<file path="src/rtl/snd_pkg.sv">
// Purpose : shared widths, FSM encoding and byte-swap word format for the sound FIFO pair.
// Latency : n/a (package only).
// Backpr. : n/a (package only).
//   The snd_fft side uses unfmt_l/unfmt_r to undo the writer's fmt_l/fmt_r.
package snd_pkg;

    localparam int SND_W  = 16;
    localparam int FIFO_W = 32;

    typedef enum logic [1:0] {
        ST_IDLE,
        ST_RUN,
        ST_DRAIN,
        ST_DONE
    } snd_state_t;

    // Left word: byte-swapped sample in the upper half, filler below.
    function automatic logic [FIFO_W-1:0] fmt_l(input logic [SND_W-1:0] s,
                                                input logic [SND_W-1:0] pad);
        return {s[7:0], s[15:8], pad};
    endfunction

    // Right word: filler above, byte-swapped sample in the lower half.
    function automatic logic [FIFO_W-1:0] fmt_r(input logic [SND_W-1:0] s,
                                                input logic [SND_W-1:0] pad);
        return {pad, s[7:0], s[15:8]};
    endfunction

    function automatic logic [SND_W-1:0] unfmt_l(input logic [FIFO_W-1:0] w);
        return {w[23:16], w[31:24]};
    endfunction

    function automatic logic [SND_W-1:0] unfmt_r(input logic [FIFO_W-1:0] w);
        return {w[7:0], w[15:8]};
    endfunction

endpackage

</file>
<file path="src/rtl/snd_pair_buf.sv">
// Purpose : 2^AW-entry circular buffer of raw {L,R} sample pairs.
// Latency : a pushed entry is visible at pop_dat the cycle after the push edge.
// Backpr. : caller must not push when full nor pop when empty; no internal guarding.
//   Ports: CLK, RST (sync, active-high); push/push_dat in; pop in; pop_dat = head entry;
//   level = entries held, full/empty flags derived from level.
import snd_pkg::*;

module snd_pair_buf #(
    parameter int AW = 2
) (
    input  logic              CLK,
    input  logic              RST,
    input  logic              push,
    input  logic [FIFO_W-1:0] push_dat,
    input  logic              pop,
    output logic [FIFO_W-1:0] pop_dat,
    output logic [AW:0]       level,
    output logic              full,
    output logic              empty
);

    localparam logic [AW:0] DEPTH = {1'b1, {AW{1'b0}}};

    logic [FIFO_W-1:0] mem [2**AW];
    logic [AW-1:0]     wr_ptr;
    logic [AW-1:0]     rd_ptr;

    // Pointers are exactly AW bits wide, so they wrap modulo 2^AW on their own.
    always_ff @(posedge CLK) begin
        if (RST) begin
            wr_ptr <= '0;
            rd_ptr <= '0;
            level  <= '0;
        end else begin
            if (push) wr_ptr <= wr_ptr + 1'b1;
            if (pop)  rd_ptr <= rd_ptr + 1'b1;
            case ({push, pop})
                2'b10:   level <= level + 1'b1;
                2'b01:   level <= level - 1'b1;
                default: level <= level;
            endcase
        end
    end

    // Storage carries no reset; level=0 after reset makes old contents unreachable.
    always_ff @(posedge CLK) begin
        if (push) mem[wr_ptr] <= push_dat;
    end

    assign pop_dat = mem[rd_ptr];
    assign full    = (level == DEPTH);
    assign empty   = (level == '0);

endmodule

</file>
<file path="src/rtl/snd_fifo_writer.sv">
// Purpose : producer side of the L/R sound FIFO pair; buffers sample pairs and writes both FIFOs in lockstep.
// Latency : pair accepted at edge N can be written (FIFO_WE=1) in cycle N+1.
// Backpr. : SND_READY drops when buffer full (or stays high and drops/counts with DROP_ON_FULL=1);
//           FIFO writes stall while either FIFO_FULL_L or FIFO_FULL_R is high.
//   Ports: CLK, RST (sync, active-high), EN, FLUSH; SND_VALID/SND_READY, L_SND_IN, R_SND_IN;
//   FIFO_FULL_L/R in, FIFO_WE, FIFO_DIN_L/R out; FLUSH_DONE pulse, LEVEL, OVF_CNT.
import snd_pkg::*;

module snd_fifo_writer #(
    parameter int          AW           = 2,
    parameter bit          DROP_ON_FULL = 1'b0,
    parameter logic [15:0] PAD          = 16'h0000
) (
    input  logic              CLK,
    input  logic              RST,
    input  logic              EN,
    input  logic              FLUSH,
    input  logic              SND_VALID,
    output logic              SND_READY,
    input  logic [SND_W-1:0]  L_SND_IN,
    input  logic [SND_W-1:0]  R_SND_IN,
    input  logic              FIFO_FULL_L,
    input  logic              FIFO_FULL_R,
    output logic              FIFO_WE,
    output logic [FIFO_W-1:0] FIFO_DIN_L,
    output logic [FIFO_W-1:0] FIFO_DIN_R,
    output logic              FLUSH_DONE,
    output logic [AW:0]       LEVEL,
    output logic [15:0]       OVF_CNT
);

    snd_state_t        state;
    logic              buf_full;
    logic              buf_empty;
    logic [FIFO_W-1:0] head_dat;
    logic              hs;
    logic              push;
    logic              pop;
    logic              drop;

    // Ready looks only at registered level: a same-cycle pop never frees a slot.
    assign SND_READY = (state == ST_RUN) & (~buf_full | DROP_ON_FULL);
    assign hs        = SND_VALID & SND_READY;
    assign push      = hs & ~buf_full;
    assign drop      = hs & buf_full;

    // One strobe for both FIFOs, gated by both FULLs, so L and R cannot skew.
    assign pop = ((state == ST_RUN) | (state == ST_DRAIN)) & ~buf_empty
                 & ~FIFO_FULL_L & ~FIFO_FULL_R;

    snd_pair_buf #(.AW(AW)) u_buf (
        .CLK      (CLK),
        .RST      (RST),
        .push     (push),
        .push_dat ({L_SND_IN, R_SND_IN}),
        .pop      (pop),
        .pop_dat  (head_dat),
        .level    (LEVEL),
        .full     (buf_full),
        .empty    (buf_empty)
    );

    assign FIFO_WE    = pop;
    assign FIFO_DIN_L = fmt_l(head_dat[FIFO_W-1:SND_W], PAD);
    assign FIFO_DIN_R = fmt_r(head_dat[SND_W-1:0], PAD);
    assign FLUSH_DONE = (state == ST_DONE);

    always_ff @(posedge CLK) begin
        if (RST) begin
            state   <= ST_IDLE;
            OVF_CNT <= '0;
        end else begin
            case (state)
                ST_IDLE:  if (EN) state <= ST_RUN;
                // FLUSH outranks EN; buffered pairs survive a drop back to IDLE.
                ST_RUN: begin
                    if (FLUSH)    state <= ST_DRAIN;
                    else if (!EN) state <= ST_IDLE;
                end
                ST_DRAIN: if (buf_empty) state <= ST_DONE;
                ST_DONE:  state <= EN ? ST_RUN : ST_IDLE;
                default:  state <= ST_IDLE;
            endcase
            if (drop && (OVF_CNT != 16'hFFFF)) OVF_CNT <= OVF_CNT + 16'd1;
        end
    end

endmodule

</file>
<file path="config.mk">
export PLATFORM = sky130hd
export DESIGN_NAME = snd_fifo_writer
export DESIGN_NICKNAME = d
export VERILOG_FILES = /design/src/rtl/snd_pkg.sv /design/src/rtl/snd_pair_buf.sv /design/src/rtl/snd_fifo_writer.sv
export SDC_FILE = /design/constraint.sdc
export NUM_CORES = 1
export LEC_CHECK = 0
export BUFFER_PORTS_ARGS = -buffer_cell sky130_fd_sc_hd__buf_2
export CAP_MARGIN = 20
export CORE_ASPECT_RATIO = 0.5
export CORE_UTILIZATION = 40
export DETAILED_ROUTE_END_ITERATION = 6
export HOLD_SLACK_MARGIN = 0.05
export PLACE_DENSITY = 0.71
export SETUP_SLACK_MARGIN = 0.02
export SLEW_MARGIN = 20
export SYNTH_ARGS = -nofsm -noshare
export SYNTH_HDL_FRONTEND = slang
export SYNTH_HIERARCHICAL = 1
export SYNTH_SLANG_ARGS = --single-unit
</file>
<file path="constraint.sdc">
create_clock -name CLK -period 5.9 [get_ports CLK]
set_input_delay 0.295 -clock CLK [delete_from_list [all_inputs] [get_ports CLK]]
set_output_delay 0.295 -clock CLK [all_outputs]
set_load 0.005 [all_outputs]
</file>
==> impl_metrics.py <==
metrics = {
    "global_route": {
        "use_met2": 0.215,
        "grt_use_met1": 0.156,
        "gr-usage-met3": 0.0455,
        "first_global_vias": 2798,
        "busiest_layer": "met2",
        "gr-total-overflow": 0,
        "grt_max_degree": 33,
        "grt_pass1_wl_um": 14600,
        "grt_use_total": 0.128,
        "antenna_found_initial": 2,
    },
    "sta": {
        "fmax_mhz": 362,
        "hold_viol": 0,
        "hold-worst-slack_ns": 0.0988,
        "slew_violations": 0,
        "tns_ns": 0,
        "worst_pin_slew_ns": 0.918,
        "fin_skew_ns": 0.0157,
        "period_share": 0.468,
        "min_period_ns": 2.76,
        "max_slew_margin": 0.388,
        "setup_viol": 0,
        "rsz0062_at_grt": "false",
    },
    "cts": {
        "h-tree-depth": 4,
        "clk_latency_ns": 0.41,
        "cts_tree": "yes",
        "ctsHoldBuffers": 0,
        "ctsLongestPathBuffers": 2,
        "cts_buffers": 17,
        "clkTransAtPathRegs_ns": 0.07,
        "clock_sinks": 155,
        "post_cts_buffers": 0,
        "root_buffer": "clkbuf_16",
        "cts.repair.resized": 0,
    },
    "synth": {
        "synth_seq_area_share": 0.732,
        "synth-seq-cells": 155,
        "syn_inst": 304,
        "ys_types": 33,
        "yosysWarnings": 6,
        "avgSynthCellArea_sq_um": 19.7,
        "syn_area_sq_um": 5990,
    },
    "hold_path": {
        "holdPathEnd": "u_buf/mem[0][8]",
        "timing.hold.worst_path_depth": 1,
        "hp-class": "in2reg",
        "hp-start": "R_SND_IN[8]",
    },
    "routing": {
        "dr.first_iter.drc_count": 174,
        "drc": 0,
        "ant_nets": 0,
        "wl_per_cell_um": 15.6,
        "drtPass1Iterations": 4,
        "vias_per_cell": 4.60,
        "dr_total_vias": 2842,
        "drt-total-wl_um": 9660,
    },
    "layout": {
        "fin_nets": 458,
        "insertedDiodeCount": 0,
        "nFillCells": 1258,
        "drive_gt1_frac": 0.386,
        "syn2layout_area_growth_pct": 17.9,
        "final_common_cell": "edfxtp_1",
        "final_cell_mix": "edfxtp_1, buf_2, conb_1, mux4_2, dfxtp_1",
    },
    "worst_setup_path": {
        "worst_path_dominant_cell_family": "adder cells",
        "reg2reg_depth": 9,
        "crit_buf_inv": 2,
        "reg2reg_to": "u_buf/level[2]",
        "r2r-start": "state[0]",
        "critPathKind": "reg2reg",
        "startpoint_type": "register",
        "crit_required_ns": 6.24,
        "max_stage_delay_ns": 0.55,
        "crit_path_max_fanout": 5,
        "crit_slowest_cell": "nor4b_1",
        "crit_chain": "inv_1 -> ha_1 -> nor4b_1 -> ha_1 -> inv_1 -> fa_1 -> xor2_1 -> or3_1 -> a21oi_1",
        "cp-end-kind": "register",
        "r2r_slack_ns": 3.14,
        "arrival_ns": 3.10,
    },
    "power": {
        "ir_drop_mv": 0.219,
        "leakage_nw": 2.54,
        "p_per_area_nw_per_um2": 337,
    },
    "floorplan": {
        "rows": 31,
        "die_w_um": 175,
        "die_area_sq_um": 15500,
        "die_y_um": 88.5,
        "ios": 125,
        "core_sq_um": 14500,
        "initial_utilization": 0.412,
    },
    "run_status": {
        "status": "finished, final reports clean",
    },
    "placed_design": {
        "gp_congestion": 0.759,
        "post-dp-hpwl_um": 5750,
        "io_buffers": 92,
    },
    "flow_run": {
        "drv_cap": 0,
    },
}
[final cells by class]
| type | count | area, sq um | share of cell area |
|---|---|---|---|
| flip-flops and latches | 155 | 4390 | 0.621 |
| repair buffers | 94 | 475 | 0.0673 |
| clock inverters | 15 | 138 | 0.0195 |
| clock buffers | 17 | 425 | 0.0602 |
| inverters | 8 | 30.0 | 0.00425 |
| well taps | 198 | 248 | 0.0351 |
| multi-input cells | 131 | 1370 | 0.193 |
[kinds of logic (layout without fill, tap and decap cells)]
family / Yosys count / after routing / share of synthesized area
muxes: 34 / 34 / 0.125
AOI/OAI and AO/OA: 5 / 5 / 0.00584
adders and majority gates: 12 / 12 / 0.0263
xor gates and xnor gates: 5 / 5 / 0.00731
DFF: 155 / 155 / 0.732
and+or+nand+nor: 43 / 43 / 0.0426
buffers and inverters: 49 / 134 / 0.0608
other: 1 / 32 / 0.000626
[power breakdown]
| part | internal [mW] | total, mW | switching [mW] |
|---|---|---|---|
| clock | 0.586 | 1.02 | 0.430 |
| sequential | 1.22 | 1.23 | 0.0114 |
| combinational | 0.0628 | 0.138 | 0.0750 |
| total | 1.87 | 2.38 | 0.517 |
[per-stage QoR]
stage / power, mW / instance area (sq um) / setup slack (ns) / instances / util
2_1_floorplan: 1.35 / 6110 / 3.24 / 335 / -
3_3_place_gp: 1.39 / 6500 / 3.21 / 586 / 0.447
3_5_place_dp: 1.39 / 6500 / 3.14 / 586 / 0.447
4_1_cts: 2.42 / 7070 / 3.11 / 618 / 0.486
5_1_grt: 2.47 / 7070 / 2.94 / 618 / 0.486
6_report: 2.38 / 7070 / 3.14 / 618 / 0.486
[worst max path at each step]
stage	start	endpoint	slack (ns)	cells after the start
6_report	state[0]	u_buf/level[2]	3.14	9
5_1_grt	state[0]	u_buf/level[2]	2.94	9
4_1_cts	state[0]	u_buf/level[2]	3.11	9
3_5_place_dp	state[0]	u_buf/level[2]	3.14	9
3_3_place_gp	state[0]	u_buf/level[2]	3.21	9
2_1_floorplan	state[0]	u_buf/level[2]	3.24	9
[flip-flops by register name, summed over array words and instances (netlist names), named ones only]
name,cells
u_buf/rd_ptr,2
u_buf/level,3
OVF_CNT,16
u_buf/wr_ptr,2
state,1
u_buf/mem,128
[layer usage]
metal	share of wire	up-vias
met4	0.0035	2
met2	0.50	84
met5	0.0013	-
met1	0.44	1430
li1	-	1319
met3	0.053	7
[cell usage after synthesis]
cell type | count | area [sq um]
edfxtp_1 | 128 | 3840
buf_4 | 32 | 240
mux4_2 | 30 | 676
dfxtp_1 | 27 | 541
nor2b_1 | 18 | 113
ha_1 | 11 | 138
nor2_1 | 9 | 33.8
inv_1 | 8 | 30.0
and2_1 | 5 | 31.3
a21oi_1 | 3 | 15.0
buf_12 | 3 | 60.1
buf_2 | 3 | 15.0
xor2_1 | 3 | 26.3
clkbuf_1 | 2 | 7.51
mux2i_1 | 2 | 20.0
mux4_1 | 2 | 52.6
xnor2_1 | 2 | 17.5
a221oi_2 | 1 | 15.0
and2b_1 | 1 | 7.51
and3_1 | 1 | 6.26
and3b_1 | 1 | 8.76
buf_6 | 1 | 11.3
conb_1 | 1 | 3.75
fa_1 | 1 | 20.0
nand2_1 | 1 | 3.75
nand2b_1 | 1 | 6.26
nand3b_1 | 1 | 7.51
nor3_1 | 1 | 5.00
nor4_1 | 1 | 6.26
nor4b_1 | 1 | 8.76
o21ai_0 | 1 | 5.00
or3_1 | 1 | 6.26
or4_4 | 1 | 11.3
Power figures use the tool's default switching activity.
